--- config.mk ---
export PLATFORM = sky130hd
export DESIGN_NAME = nibble_serial_sub32
export DESIGN_NICKNAME = d
export VERILOG_FILES = /design/src/rtl/nibble_serial_sub32.sv
export SDC_FILE = /design/constraint.sdc
export NUM_CORES = 1
export LEC_CHECK = 0
export BUFFER_PORTS_ARGS = -buffer_cell sky130_fd_sc_hd__buf_2
export CORE_MARGIN = 3
export CORE_UTILIZATION = 45
export CTS_BUF_LIST = sky130_fd_sc_hd__clkbuf_2
export CTS_CLUSTER_SIZE = 20
export DETAILED_ROUTE_END_ITERATION = 16
export PLACE_DENSITY = 0.67
export SLEW_MARGIN = 15
export SYNTH_ARGS = -nofsm -noshare
export SYNTH_HDL_FRONTEND = slang
export SYNTH_SLANG_ARGS = --single-unit
--- constraint.sdc ---
create_clock -name clk -period 10.1 [get_ports clk]
set_input_delay 1.01 -clock clk [delete_from_list [all_inputs] [get_ports clk]]
set_output_delay 1.01 -clock clk [all_outputs]
set_load 0.01 [all_outputs]
--- src/rtl/nibble_serial_sub32.sv ---
// nibble_serial_sub32
//   Multi-cycle subtractor: D = A - B - Bin, one DIGIT-bit nibble per clock,
//   LSB first, through a single nibble-wide borrow datapath.
//
// Ports
//   clk   in   rising-edge clock
//   rst   in   asynchronous active-high reset
//   start in   request, sampled only while idle
//   A     in   minuend (latched on accepted start)
//   B     in   subtrahend (latched on accepted start)
//   Bin   in   borrow-in (latched on accepted start)
//   busy  out  high whenever not idle
//   done  out  one-cycle pulse, result valid
//   D     out  difference, held until the next accepted start
//   Bout  out  final borrow-out
//   Ovf   out  signed two's-complement overflow
//   Zero  out  D == 0
module nibble_serial_sub32 #(
    parameter int WIDTH = 32,
    parameter int DIGIT = 4
) (
    input  logic             clk,
    input  logic             rst,
    input  logic             start,
    input  logic [WIDTH-1:0] A,
    input  logic [WIDTH-1:0] B,
    input  logic             Bin,
    output logic             busy,
    output logic             done,
    output logic [WIDTH-1:0] D,
    output logic             Bout,
    output logic             Ovf,
    output logic             Zero
);

    localparam int NDIG = WIDTH / DIGIT;
    localparam int CW   = (NDIG > 1) ? $clog2(NDIG) : 1;
    localparam logic [CW-1:0] CNT_LAST = CW'(NDIG - 1);

    typedef enum logic [1:0] {
        S_IDLE,
        S_RUN,
        S_DONE
    } state_t;

    state_t           state_q;
    logic [CW-1:0]    cnt_q;
    logic [WIDTH-1:0] a_q;
    logic [WIDTH-1:0] b_q;
    logic             borrow_q;
    logic [WIDTH-1:0] d_q;
    logic             busy_q;
    logic             done_q;
    logic             bout_q;
    logic             ovf_q;
    logic             zero_q;

    logic [DIGIT-1:0] a_nib;
    logic [DIGIT-1:0] b_nib;
    logic [DIGIT:0]   nib_full;
    logic             nib_borrow;
    logic [WIDTH-1:0] d_d;

    // One nibble of borrow datapath; the extra MSB of the widened
    // difference is the nibble's borrow-out.
    always_comb begin
        a_nib      = a_q[DIGIT*cnt_q +: DIGIT];
        b_nib      = b_q[DIGIT*cnt_q +: DIGIT];
        nib_full   = {1'b0, a_nib} - {1'b0, b_nib} - {{DIGIT{1'b0}}, borrow_q};
        nib_borrow = nib_full[DIGIT];
        d_d        = d_q;
        d_d[DIGIT*cnt_q +: DIGIT] = nib_full[DIGIT-1:0];
    end

    always_ff @(posedge clk or posedge rst) begin
        if (rst) begin
            state_q  <= S_IDLE;
            cnt_q    <= '0;
            a_q      <= '0;
            b_q      <= '0;
            borrow_q <= 1'b0;
            d_q      <= '0;
            busy_q   <= 1'b0;
            done_q   <= 1'b0;
            bout_q   <= 1'b0;
            ovf_q    <= 1'b0;
            zero_q   <= 1'b0;
        end else begin
            case (state_q)
                S_IDLE: begin
                    if (start) begin
                        a_q      <= A;
                        b_q      <= B;
                        borrow_q <= Bin;
                        cnt_q    <= '0;
                        d_q      <= '0;
                        bout_q   <= 1'b0;
                        ovf_q    <= 1'b0;
                        zero_q   <= 1'b0;
                        busy_q   <= 1'b1;
                        state_q  <= S_RUN;
                    end
                end
                S_RUN: begin
                    d_q      <= d_d;
                    borrow_q <= nib_borrow;
                    cnt_q    <= cnt_q + 1'b1;
                    if (cnt_q == CNT_LAST) begin
                        // Flags are taken from the final nibble's result (d_d),
                        // since d_q only picks it up at this same edge.
                        state_q <= S_DONE;
                        done_q  <= 1'b1;
                        bout_q  <= nib_borrow;
                        ovf_q   <= (a_q[WIDTH-1] != b_q[WIDTH-1]) &&
                                   (d_d[WIDTH-1] != a_q[WIDTH-1]);
                        zero_q  <= (d_d == '0);
                    end
                end
                S_DONE: begin
                    done_q  <= 1'b0;
                    busy_q  <= 1'b0;
                    state_q <= S_IDLE;
                end
                default: begin
                    done_q  <= 1'b0;
                    busy_q  <= 1'b0;
                    state_q <= S_IDLE;
                end
            endcase
        end
    end

    assign busy = busy_q;
    assign done = done_q;
    assign D    = d_q;
    assign Bout = bout_q;
    assign Ovf  = ovf_q;
    assign Zero = zero_q;

endmodule
After elaboration in Yosys (flattened, before gate mapping)
Cells that the tools add are included.
Word-level totals
  register bits after elaboration: 107
  input bits: 68
Cells by class
  $add $sub $neg: 4
  equality and inequality tests: 6
  shifts and indexed selects: 4
  multiplexer cells: 21
  bitwise operators: 2
  reduce and logical (&&, ||, !) cells: 10
Operator list (count)
  32-bit one-hot mux with 2 select lines: 1
  32-bit by 6-bit variable part select with 4-bit output: 2
  5-bit negation with 34-bit output: 1
  4-bit by 34-bit variable shift with 32-bit output (first input constant): 1
  4-bit by 34-bit variable part select with 32-bit output: 1
  32-bit bitwise mux: 1
  32-bit zero test: 1
  32-bit two-way mux: 1
  1-bit one-hot mux with 2 select lines: 6
  2-bit AND reduction: 5
  1-bit two-way mux: 7
  3-bit one-hot mux with 2 select lines: 1
  4-bit by 4-bit subtractor with 5-bit output: 1
  5-bit by 1-bit subtractor with 5-bit output: 1
  2-bit two-way mux: 2
  2-bit inequality test (second input constant): 2
  2-bit one-hot mux with 2 select lines: 1
  3-bit by 1-bit adder with 3-bit output (second input constant): 1
  3-bit equality test (second input constant): 1
  3-bit two-way mux: 1
  3-bit AND reduction: 1
  2-bit by 1-bit equality test with 1-bit output (second input constant): 1
  2-bit zero test: 1
  1-bit inequality test: 2
  3 further kinds: 4

Logic depth before layout (Yosys ltp)
Gate-level depths: netlist (run 1).
  depth after elaboration: 9
  depth in mapped cells: 13

Least setup slack after synthesis (run 1)
No wires, ideal clock.
  kind: reg2reg
  from: register cnt_q[0]
  to: register zero_q, in the netlist Zero
  arrival time: 3.270 ns
  slack: 6.763 ns
  cell stages (with the launch flop): 12
  path buffers: 3
  clock period less this slack: 3.337 ns
  cell sequence: dfrtp_1 > buf_6 > buf_2 > buf_2 > mux4_2 > mux2i_1 > fa_1 > fa_1 > a2111o_1 > a211oi_1 > o2111ai_1 > nand2_1
On the way
  cells in the longest elaborated chain, start to end: 8
RTL lines
  start, declared: RTL line 47  | logic [CW-1:0] cnt_q;
  start signal, assigned: RTL line 107  | cnt_q <= cnt_q + 1'b1;
  32-bit by 6-bit variable part select with 4-bit output, on equally long branches: RTL line 67, 68
  4-bit by 4-bit subtractor with 5-bit output: RTL line 69  | nib_full = {1'b0, a_nib} - {1'b0, b_nib} - {{DIGIT{1'b0}}, borrow_q};
  5-bit by 1-bit subtractor with 5-bit output: RTL line 69
  4-bit by 34-bit variable part select with 32-bit output: RTL line 72  | d_d[DIGIT*cnt_q +: DIGIT] = nib_full[DIGIT-1:0];
  32-bit bitwise mux: RTL line 72
  32-bit zero test: RTL line 116  | zero_q <= (d_d == '0);
  1-bit two-way mux: RTL line 108  | if (cnt_q == CNT_LAST) begin
  1-bit one-hot mux with 2 select lines: RTL line 89  | case (state_q)
  end signal, assigned: RTL line 116
  end, declared: RTL line 56  | logic zero_q;
Parallel ways exist; a longest one is shown, timed or not. The select of a mux whose other input is x is not followed.
A chain may end at the register's enable or synchronous reset.

Worst setup path in the final report (run 1)
  from: register cnt_q[1]
  to: register zero_q, in the netlist Zero
Same word-level chain as after synthesis.

==> results of run 1 <==
through the flow:
step | cell area (um2) | hold slack [ns] | power [mW] | worst slack (ns) | instances
2_1_floorplan | 5190 | 0.475 | 1.75 | 6.27 | 425
3_3_place_gp | 5830 | 0.466 | 2.10 | 6.43 | 653
3_5_place_dp | 5830 | 0.470 | 2.15 | 6.36 | 653
4_1_cts | 5970 | 0.385 | 2.37 | 6.30 | 669
5_1_grt | 5970 | 0.373 | 2.56 | 6.01 | 669
6_report | 5970 | 0.402 | 2.35 | 6.28 | 669
final timing paths:
check                         to  cells after the start     start  slack (ns)
max                         Zero                      9  cnt_q[1]        6.28
min                        D[12]                      2       rst        0.40
max reg2reg                 Zero                      9  cnt_q[1]        6.28
min reg2reg                 busy                      1      busy        0.53
max in group asynchronous   D[0]                      3       rst        8.44
min in group clk            busy                      1      busy        0.53
registers in the layout, indices dropped and copies added, names as in the netlist:
register	cells
D	32
a_q	32
b_q	32
cnt_q	3
state_q	2
Bout	1
Ovf	1
Zero	1
borrow_q	1
busy	1
done	1
layout make-up:
type / instances / area [um2]
Tap cell: 140 / 175
Clock inverter: 7 / 93.8
Sequential cell: 107 / 2680
Clock buffer: 9 / 45.0
Inverter: 12 / 47.5
Timing Repair Buffer: 108 / 551
Fill cell: 975 / 5060
Multi-Input combinational cell: 286 / 2380
synth_stat cells, drive strengths merged, types with 3 or more instances:
cell | instances | area share [%]
mux2i | 5 | 0.97
nand2 | 67 | 4.8
ha | 11 | 2.7
nor3b | 3 | 0.43
nand3 | 6 | 0.58
nor2b | 3 | 0.36
mux4 | 16 | 6.9
a21oi | 5 | 0.55
buf | 9 | 0.99
a21o | 3 | 0.43
nor3 | 5 | 0.58
nor4b | 3 | 0.51
nor2 | 10 | 0.72
clkbuf | 11 | 0.80
o2111ai | 3 | 0.51
inv | 12 | 0.87
a221oi | 3 | 0.51
dfrtp | 107 | 52
o22ai | 3 | 0.36
o21ai | 40 | 4.4
mux2 | 65 | 14
critical path, stage by stage, from the launching register on:
cell       delay [ns]
dfrtp_1          1.05
inv_1            0.32
ha_1             0.30
ha_1             0.55
inv_1            0.14
or4b_1           0.73
a221oi_1         0.28
and4b_1          0.23
o2111ai_1        0.10
nand2_1          0.09
routing by layer:
| layer | track usage [%] | share of wire, % | vias to the layer above |
|---|---|---|---|
| li1 | - | - | 1749 |
| met1 | 27.2 | 44 | 1855 |
| met2 | 32.5 | 49 | 130 |
| met3 | 3.96 | 5.2 | 16 |
| met4 | 4.49 | 1.6 | 0 |
| met5 | 0 | 0 | - |
power breakdown:
part	leakage, nW	internal (mW)	switching, mW	total, mW
combinational	1.40	0.588	0.770	1.36
sequential	1.33	0.623	0.150	0.773
clock	0.0793	0.0648	0.157	0.222
total	2.82	1.27	1.08	2.35
kinds of logic after synthesis:
kind of cell / share of synthesized area, %
AND/OR/NAND/NOR: 10.1
multiplexers: 22.1
adder cells (fa/ha/maj): 3.43
buffers and inverters: 2.65
flip-flops: 51.6
AO/OA/AOI/OAI: 9.58
XOR/XNOR: 0.507
==> qor.txt, run 1 <==
=================================================================================================
Result of the run                                                                    finished clean
Clock tree from TritonCTS                                                                    done
Crit. End Element                                                                            flop
Antenna violations before repair                                                                0
# Post-CTS Setup Buffers                                                                        0
Max VDD drop                                                                             0.220 mV
Total Neg Setup Slack                                                                        0 ns
Vias                                                                                         3750
Unrepaired setup endpoints after global routing                                                no
Width of the die                                                                           113 um
Initial DRC Count                                                                             235
Die outline height                                                                         113 um
Register bit total from synthesis                                                             107
Detailed Routing Iterations Pass 1                                                              4
Sum of overflow across all layers after global routing                                          0
Signal arrival time at the worst endpoint                                                 4.35 ns
Largest clock skew in the final design                                                  0.0425 ns
Fraction of final layout cells sized beyond drive strength 1                                41.6%
Endpoints failing hold                                                                          0
Post-DP HPWL                                                                              9020 um
Final setup violating endpoints                                                                 0
Wire length of the first global-routing pass                                             20100 um
Standard-cell rows                                                                             38
Diode count                                                                                     0
Post-synth EDFFs                                                                                0
Part of the Yosys area used for sequential elements                                         51.6%
Number of distinct library cell variants in the gate-level netlist after synthesis             55
Synthesized netlist net count                                                                 506
Yosys warnings                                                                                  0
Core utilization of the finished layout                                                     54.1%
Actual slew at the worst max-slew pin                                                    0.964 ns
Post-synthesis instance total                                                                 425
Average vias per placed instance                                                             5.61
Worst-case clock buffer depth                                                                   2
Number of slew-limit violations in the final report                                             0
Routed WL per cell                                                                        18.1 um
Static power due to leakage                                                               2.82 nW
Commonest non-fill, non-tap cells in the layout                                      107 x dfrtp_1, 104 x buf_2, 67 x nand2_1
Core area                                                                              0.0110 mm2
Number of global-route vias before repair                                                    3831
Commonest non-fill, non-tap cell in the layout                                            dfrtp_1
CTS Buf Count                                                                                   9
Max H-tree Level                                                                                3
Worst slew margin relative to its limit                                                     35.7%
Residual DRC                                                                                    0
Total number of clock tree sinks                                                              107
Class of the tightest hold or removal check                                              in2async
Period minus WS final                                                                     3.82 ns
Number of hold buffers added after CTS                                                          0
Post-Synthesis Mean Instance Area                                                        12.2 um2
Ys flop type                                                                              dfrtp_1
Number of nets with antenna violations after detailed routing                                   0
Pin count of the biggest net entering global routing                                           68
FFs w/ async S/R, synth                                                                      100%
Path type of the worst setup path                                                         reg2reg
Final weighted congestion of routability-driven global placement                            0.889
Wire length after detailed routing                                                       12100 um
GRT Total Usage                                                                             19.7%
Final period utilization                                                                    37.8%
Area overhead of the layout relative to synthesis                                           15.0%
Starting Density                                                                            47.0%
Die area                                                                               0.0128 mm2
Maximum fanout count along the critical path                                                   23
Count of maximum capacitance violations                                                         0
Layout Nets                                                                                   605
Worst endpoint required time                                                             10.63 ns
Number of I/O port buffers                                                                    104
Crit start category                                                                          flop
Synthesized area                                                                      0.00519 mm2
PD cells                                                                               394 mW/mm2
Fmax achieved                                                                             262 MHz
Clock transition at path regs                                                             0.32 ns
Number of primary I/O pins                                                                    105
Cell at the root of the clock tree                                                       clkbuf_2
Clock latency on the worst-skew pair                                                      0.59 ns
Cells resized by post-CTS repair                                                                0
=================================================================================================
No activity file was read; power rests on OpenSTA's default activity.
==> run 2: changes to the inputs <==
Clock period 10.1 ns to 3.8 ns, I/O delays scaled along.
==> qor.txt, run 2 (same netlist as run 1, synthesis figures left out) <==
===============================================================================
Wire length of the first global-routing pass                           21000 um   was 20100 um
Met3 layer usage reported by global route                                 4.22%   was 3.96%
Total Neg Setup Slack                                                      0 ns   unchanged
Clock tree from TritonCTS                                                  done   unchanged
Average vias per placed instance                                           5.44   was 5.61
Clock latency on the worst-skew pair                                    0.57 ns   was 0.59 ns
Signal arrival time at the worst endpoint                               4.00 ns   was 4.35 ns
Crit. End Element                                                          flop   unchanged
Vias                                                                       4012   was 3750
Cells along the critical path                                      buf_4, inv_1, ha_1, ha_1, inv_1, or4b_1, a221oi_1, and4b_1, o2111ai_1, nand2_1   was inv_1, ha_1, ha_1, inv_1, or4b_1, a221oi_1, and4b_1, o2111ai_1, nand2_1
Initial DRC Count                                                           240   was 235
Total number of clock tree sinks                                            107   unchanged
Commonest non-fill, non-tap cell in the layout                          dfrtp_1   unchanged
Clock transition at path regs                                           0.29 ns   was 0.32 ns
Cell at the root of the clock tree                                     clkbuf_2   unchanged
Endpoints failing hold                                                        0   unchanged
# Post-CTS Setup Buffers                                                      0   unchanged
Fmax achieved                                                           288 MHz   was 262 MHz
Detailed Routing Iterations Pass 1                                            4   unchanged
Max VDD drop                                                           0.615 mV   was 0.220 mV
Final period utilization                                                  91.4%   was 37.8%
Worst-case clock buffer depth                                                 2   unchanged
Number of primary I/O pins                                                  105   unchanged
CTS Buf Count                                                                 9   unchanged
Unrepaired setup endpoints after global routing                              no   unchanged
Crit start category                                                        flop   unchanged
Final weighted congestion of routability-driven global placement          0.850   was 0.889
Pin count of the biggest net entering global routing                         68   unchanged
Sum of overflow across all layers after global routing                        0   unchanged
Number of hold buffers added after CTS                                       57   was 0
Die area                                                             0.0128 mm2   unchanged
Worst slew margin relative to its limit                                   35.4%   was 35.7%
Final setup violating endpoints                                               0   unchanged
Register-to-Register Setup Slack                                        0.33 ns   was 6.28 ns
Wire length after detailed routing                                     13000 um   was 12100 um
Number of global-route vias before repair                                  4210   was 3831
Actual slew at the worst max-slew pin                                  0.965 ns   was 0.964 ns
CP max-delay cell                                                        or4b_1   was dfrtp_1
Layer carrying the most global-route usage                                 met2   unchanged
Static power due to leakage                                             3.10 nW   was 2.82 nW
Number of nets with antenna violations after detailed routing                 0   unchanged
Antenna violations before repair                                              0   unchanged
Commonest non-fill, non-tap cells in the layout                    107 x dfrtp_1, 104 x buf_2, 67 x nand2_1   unchanged
Area overhead of the layout relative to synthesis                         27.7%   was 15.0%
Met2 Resource Use GR                                                      35.5%   was 32.5%
Width of the die                                                         113 um   unchanged
Max H-tree Level                                                              3   unchanged
Period minus WS final                                                   3.47 ns   was 3.82 ns
Core area                                                            0.0110 mm2   unchanged
Standard-cell rows                                                           38   unchanged
Post-DP HPWL                                                            9000 um   was 9020 um
Path type of the worst setup path                                       reg2reg   unchanged
Core utilization of the finished layout                                   60.0%   was 54.1%
Critical path's largest stage delay                                     0.71 ns   was 1.05 ns
Fraction of met1 tracks used by global routing                            26.7%   was 27.2%
Final Power                                                             6.29 mW   was 2.35 mW
Cells resized by post-CTS repair                                              0   unchanged
Routed WL per cell                                                      17.6 um   was 18.1 um
Residual DRC                                                                  0   unchanged
Layout Nets                                                                 674   was 605
Largest clock skew in the final design                                0.0367 ns   was 0.0425 ns
Maximum fanout count along the critical path                                 14   was 23
Worst endpoint required time                                            4.32 ns   was 10.63 ns
Fraction of final layout cells sized beyond drive strength 1              37.4%   was 41.6%
Number of slew-limit violations in the final report                           0   unchanged
PD cells                                                             950 mW/mm2   was 394 mW/mm2
GRT Total Usage                                                           20.6%   was 19.7%
Class of the tightest hold or removal check                              in2reg   was in2async
Diode count                                                                   0   unchanged
Die outline height                                                       113 um   unchanged
Number of I/O port buffers                                                  104   unchanged
Result of the run                                                  finished clean   unchanged
Count of maximum capacitance violations                                       0   unchanged
Starting Density                                                          47.0%   unchanged
===============================================================================
[run 2: final timing paths]
| kind | start | end | depth (start not counted) |
|---|---|---|---|
| max | cnt_q[0] | Zero | 10 |
| min | Bin | borrow_q | 3 |
| max reg2reg | cnt_q[0] | Zero | 10 |
| min reg2reg | done | done | 1 |
| max in group asynchronous | rst | Bout | 4 |
| min in group asynchronous | rst | D[24] | 3 |
[run 2: metrics by stage]
step | hold slack [ns] | area [um2] | cells | worst slack [ns]
6_report | 0.0660 | 6620 | 737 | 0.327
5_1_grt | 0.0251 | 6620 | 737 | 0.126
4_1_cts | 0.00142 | 6540 | 729 | 0.386
3_5_place_dp | 0.471 | 5870 | 657 | 0.439
3_3_place_gp | 0.466 | 5870 | 657 | 0.473
2_1_floorplan | 0.475 | 5190 | 425 | 0.463
[run 2: cell type report]
| class | count | area, um2 |
|---|---|---|
| Sequential cell | 107 | 2680 |
| Clock buffer | 10 | 50.0 |
| Clock inverter | 5 | 53.8 |
| Fill cell | 923 | 4410 |
| Timing Repair Buffer | 177 | 1240 |
| Multi-Input combinational cell | 286 | 2380 |
| Tap cell | 140 | 175 |
| Inverter | 12 | 47.5 |
[run 2: worst max-delay path: cells and delay by family (launching register included)]
kind	cells	cell delay, ns
buf+inv	3	0.55
flops	1	0.67
fa+ha+maj	2	0.76
compound gates	2	0.42
simple gates	3	1.03
[run 2: report_power, final]
group / internal (mW) / switching, mW / total, mW / leakage (nW)
clock network: 0.151 / 0.374 / 0.525 / 0.0719
logic: 1.64 / 2.13 / 3.76 / 1.70
registers: 1.66 / 0.348 / 2.00 / 1.33
total: 3.44 / 2.85 / 6.29 / 3.10
[run 2: routing by layer]
layer,part of all wire (%),up-vias
li1,-,1883
met2,51,106
met1,43,2007
met5,0,-
met3,4.8,16
met4,1.4,0
==> run 3: changes to the inputs <==
Settings changed: ABC_AREA from default to 1.
==> qor.txt, run 3 <==
=================================================================================================
Post-Synthesis Mean Instance Area                                                        7.54 um2   was 12.2 um2
Part of the power in combinational logic                                                    61.3%   was 59.8%
Final standard cell area without fillers                                              0.00700 mm2   was 0.00662 mm2
Most used standard cell by instance count after synthesis                                 nand2_1   was dfrtp_1
Number of nets with antenna violations after detailed routing                                   0   unchanged
Path type of the worst setup path                                                         reg2reg   unchanged
Worst r2r path cells                                                                           23   was 10
Clock transition at path regs                                                             0.28 ns   was 0.29 ns
Worst slew margin relative to its limit                                                     40.1%   was 35.4%
Vias                                                                                         5477   was 4012
Cell taking the most area after synthesis                                                 dfrtp_1   unchanged
Starting Density                                                                            47.2%   was 47.0%
Unrepaired setup endpoints after global routing                                                no   unchanged
Total Neg Setup Slack                                                                        0 ns   unchanged
Final setup violating endpoints                                                                 0   unchanged
Wire length of the first global-routing pass                                             26300 um   was 21000 um
Residual DRC                                                                                    0   unchanged
Fraction of final layout cells sized beyond drive strength 1                                18.0%   was 37.4%
Sum of overflow across all layers after global routing                                          0   unchanged
Crit. End Element                                                                            flop   unchanged
Synth area leaders                                                                   dfrtp_1 48%, nand2_1 20%, o21ai_0 5.3%, nand3_1 3.7%, nor2_1 3.4%   was dfrtp_1 52%, mux2_2 14%, mux4_2 6.9%, nand2_1 4.8%, o21ai_0 3.1%
Cell at the root of the clock tree                                                       clkbuf_2   unchanged
DP Cell Count                                                                                 982   was 657
Worst-case clock buffer depth                                                                   2   unchanged
Width of the die                                                                           117 um   was 113 um
Class of the tightest hold or removal check                                              in2async   was in2reg
Total number of clock tree sinks                                                              107   unchanged
Ys flop type                                                                              dfrtp_1   unchanged
Start point of the critical path                                                         cnt_q[0]   unchanged
Yosys warnings                                                                                  0   unchanged
Post-synthesis instance total                                                                 737   was 425
Wire length after detailed routing                                                       16100 um   was 13000 um
Most common library cells after synthesis                                            298 x nand2_1, 107 x dfrtp_1, 59 x o21ai_0   was 107 x dfrtp_1, 67 x nand2_1, 64 x mux2_2
Number of global-route vias before repair                                                    5485   was 4210
Post-DP HPWL                                                                             11100 um   was 9000 um
Area overhead of the layout relative to synthesis                                           26.0%   was 27.7%
Synthesized area                                                                      0.00556 mm2   was 0.00519 mm2
Internal power                                                                            3.01 mW   was 3.44 mW
Antenna violations before repair                                                                0   unchanged
CTS Buf Count                                                                                   9   unchanged
Final Instance Count excl. Fillers                                                           1066   was 737
Diode count                                                                                     0   unchanged
Standard-cell rows                                                                             39   was 38
Proportion of power drawn by flip-flops and latches                                         31.2%   was 31.9%
Launch instance of the worst register-to-register path                                   cnt_q[0]   unchanged
Commonest non-fill, non-tap cells in the layout                                      298 x nand2_1, 106 x dfrtp_1, 104 x buf_2   was 107 x dfrtp_1, 104 x buf_2, 67 x nand2_1
Placed standard-cell area                                                             0.00624 mm2   was 0.00587 mm2
Maximum fanout count along the critical path                                                   11   was 14
Synthesized netlist net count                                                                 818   was 506
Largest clock skew in the final design                                                  0.0285 ns   was 0.0367 ns
Final Power                                                                               6.18 mW   was 6.29 mW
Switching part of the total                                                                 51.4%   was 45.3%
Worst r2r dst                                                                                Zero   unchanged
Core area                                                                              0.0118 mm2   was 0.0110 mm2
Post-synth top area share                                                                   48.2%   was 51.6%
Routed WL per cell                                                                        15.1 um   was 17.6 um
Critical Path Sink                                                                           Zero   unchanged
Signal arrival time at the worst endpoint                                                 3.94 ns   was 4.00 ns
Actual slew at the worst max-slew pin                                                    0.899 ns   was 0.965 ns
Detailed Routing Iterations Pass 1                                                              5   was 4
Register bit total from synthesis                                                             107   unchanged
Layout Nets                                                                                   978   was 674
Result of the run                                                                    finished clean   unchanged
Fmax achieved                                                                             296 MHz   was 288 MHz
Clock tree from TritonCTS                                                                    done   unchanged
Worst endpoint required time                                                              4.36 ns   was 4.32 ns
FFs w/ async S/R, synth                                                                      100%   unchanged
GRT Total Usage                                                                             24.7%   was 20.6%
Post-synth EDFFs                                                                                0   unchanged
Part of the Yosys area used for sequential elements                                         48.2%   was 51.6%
Commonest non-fill, non-tap cell in the layout                                            nand2_1   was dfrtp_1
Number of I/O port buffers                                                                    104   unchanged
PD cells                                                                               883 mW/mm2   was 950 mW/mm2
Pin count of the biggest net entering global routing                                           75   was 68
Final weighted congestion of routability-driven global placement                            0.963   was 0.850
Initial DRC Count                                                                             357   was 240
Crit start category                                                                          flop   unchanged
Final hold slack                                                                         0.449 ns   was 0.0660 ns
Die area                                                                               0.0137 mm2   was 0.0128 mm2
Number of slew-limit violations in the final report                                             0   unchanged
Clock Power Share                                                                            7.5%   was 8.3%
Max VDD drop                                                                             0.408 mV   was 0.615 mV
Count of maximum capacitance violations                                                         0   unchanged
Static power due to leakage                                                               3.71 nW   was 3.10 nW
Final period utilization                                                                    88.8%   was 91.4%
Period minus WS final                                                                     3.38 ns   was 3.47 ns
Average vias per placed instance                                                             5.14   was 5.44
Die outline height                                                                         117 um   was 113 um
Number of primary I/O pins                                                                    105   unchanged
Number of distinct library cell variants in the gate-level netlist after synthesis             32   was 55
Reported net switching power                                                              3.18 mW   was 2.85 mW
Max H-tree Level                                                                                3   unchanged
Endpoints failing hold                                                                          0   unchanged
Register-to-Register Setup Slack                                                          0.42 ns   was 0.33 ns
Clock latency on the worst-skew pair                                                      0.62 ns   was 0.57 ns
=================================================================================================
[run 3: per-stage QoR]
| step | util (%) | setup WS, ns |
|---|---|---|
| floorplan | - | 0.350 |
| global placement | 53.0 | 0.439 |
| detailed placement | 53.0 | 0.329 |
| CTS | 59.3 | 0.268 |
| global route | 59.5 | 0.00194 |
| finish | 59.5 | 0.424 |
[run 3: power by group through the flow]
stage                     Sequential (mW)  Combinational [mW]  Clock (mW)
after floorplan                      1.93                2.60           0
after global placement               1.94                3.55           0
after detailed placement             1.96                3.65           0
after CTS                            1.93                3.72       0.480
after global routing                 1.98                4.28       0.519
final                                1.93                3.79       0.461
[run 3: final cells by class]
| cell class | count | area, um2 |
|---|---|---|
| clock buffers | 13 | 65.1 |
| repair buffers | 186 | 1310 |
| clock inverters | 3 | 15.0 |
| flip-flops and latches | 107 | 2680 |
| inverters | 57 | 216 |
| fillers | 1108 | 4760 |
| multi-input cells | 536 | 2510 |
| well taps | 164 | 205 |
[run 3: critical path, cell delays in order (launching register included)]
cell and delay (ns):
dfrtp_2 0.52, inv_2 0.19, buf_4 0.24, nor2_1 0.06
o21ai_0 0.26, o21ai_0 0.26, fa_1 0.50, inv_1 0.10
nand2_1 0.06, nand2_1 0.12, nor2_1 0.08, nand2_1 0.08
nand2_1 0.05, o21ai_1 0.11, nand2_1 0.07, nor2_1 0.08
nand2_1 0.06, nor2_1 0.10, nand2_1 0.06, nor2_1 0.08
nand2_1 0.05, nor2_1 0.09, nand2_1 0.06, nand2_1 0.05
[run 3: logic make-up after synthesis]
| family | count (synthesis) | share of synthesized area, % |
|---|---|---|
| compound gates | 111 | 11.3 |
| fa+ha+maj | 13 | 3.20 |
| buf+inv | 94 | 6.73 |
| flops | 107 | 48.2 |
| simple gates | 412 | 30.6 |
[run 3: repair_timing]
item | CTS | global route
hold buffers | 65 | 1
hold endpoints to repair | 135 | 1
setup buffers | 0 | 2
gates resized for setup | 0 | 6
setup endpoints to repair | 0 | 1
[run 3: how the worst min path moves through the flow]
stage          slack (ns)    start       end  cells past startpoint
2_1_floorplan        0.44  a_q[10]   a_q[10]                      2
3_3_place_gp         0.45  a_q[22]   a_q[22]                      2
3_5_place_dp         0.46  b_q[26]   b_q[26]                      2
4_1_cts             0.001      Bin  borrow_q                      3
5_1_grt              0.44    A[10]   a_q[10]                      4
6_report             0.45      rst     D[12]                      3
[run 3: per-layer routing]
metal,track usage (%),vias to the layer above,part of all wire (%)
met1,31.1,2588,44
li1,-,2696,-
met5,0,-,0
met2,42.6,166,49
met4,9.71,0,2.3
met3,3.86,27,4.5
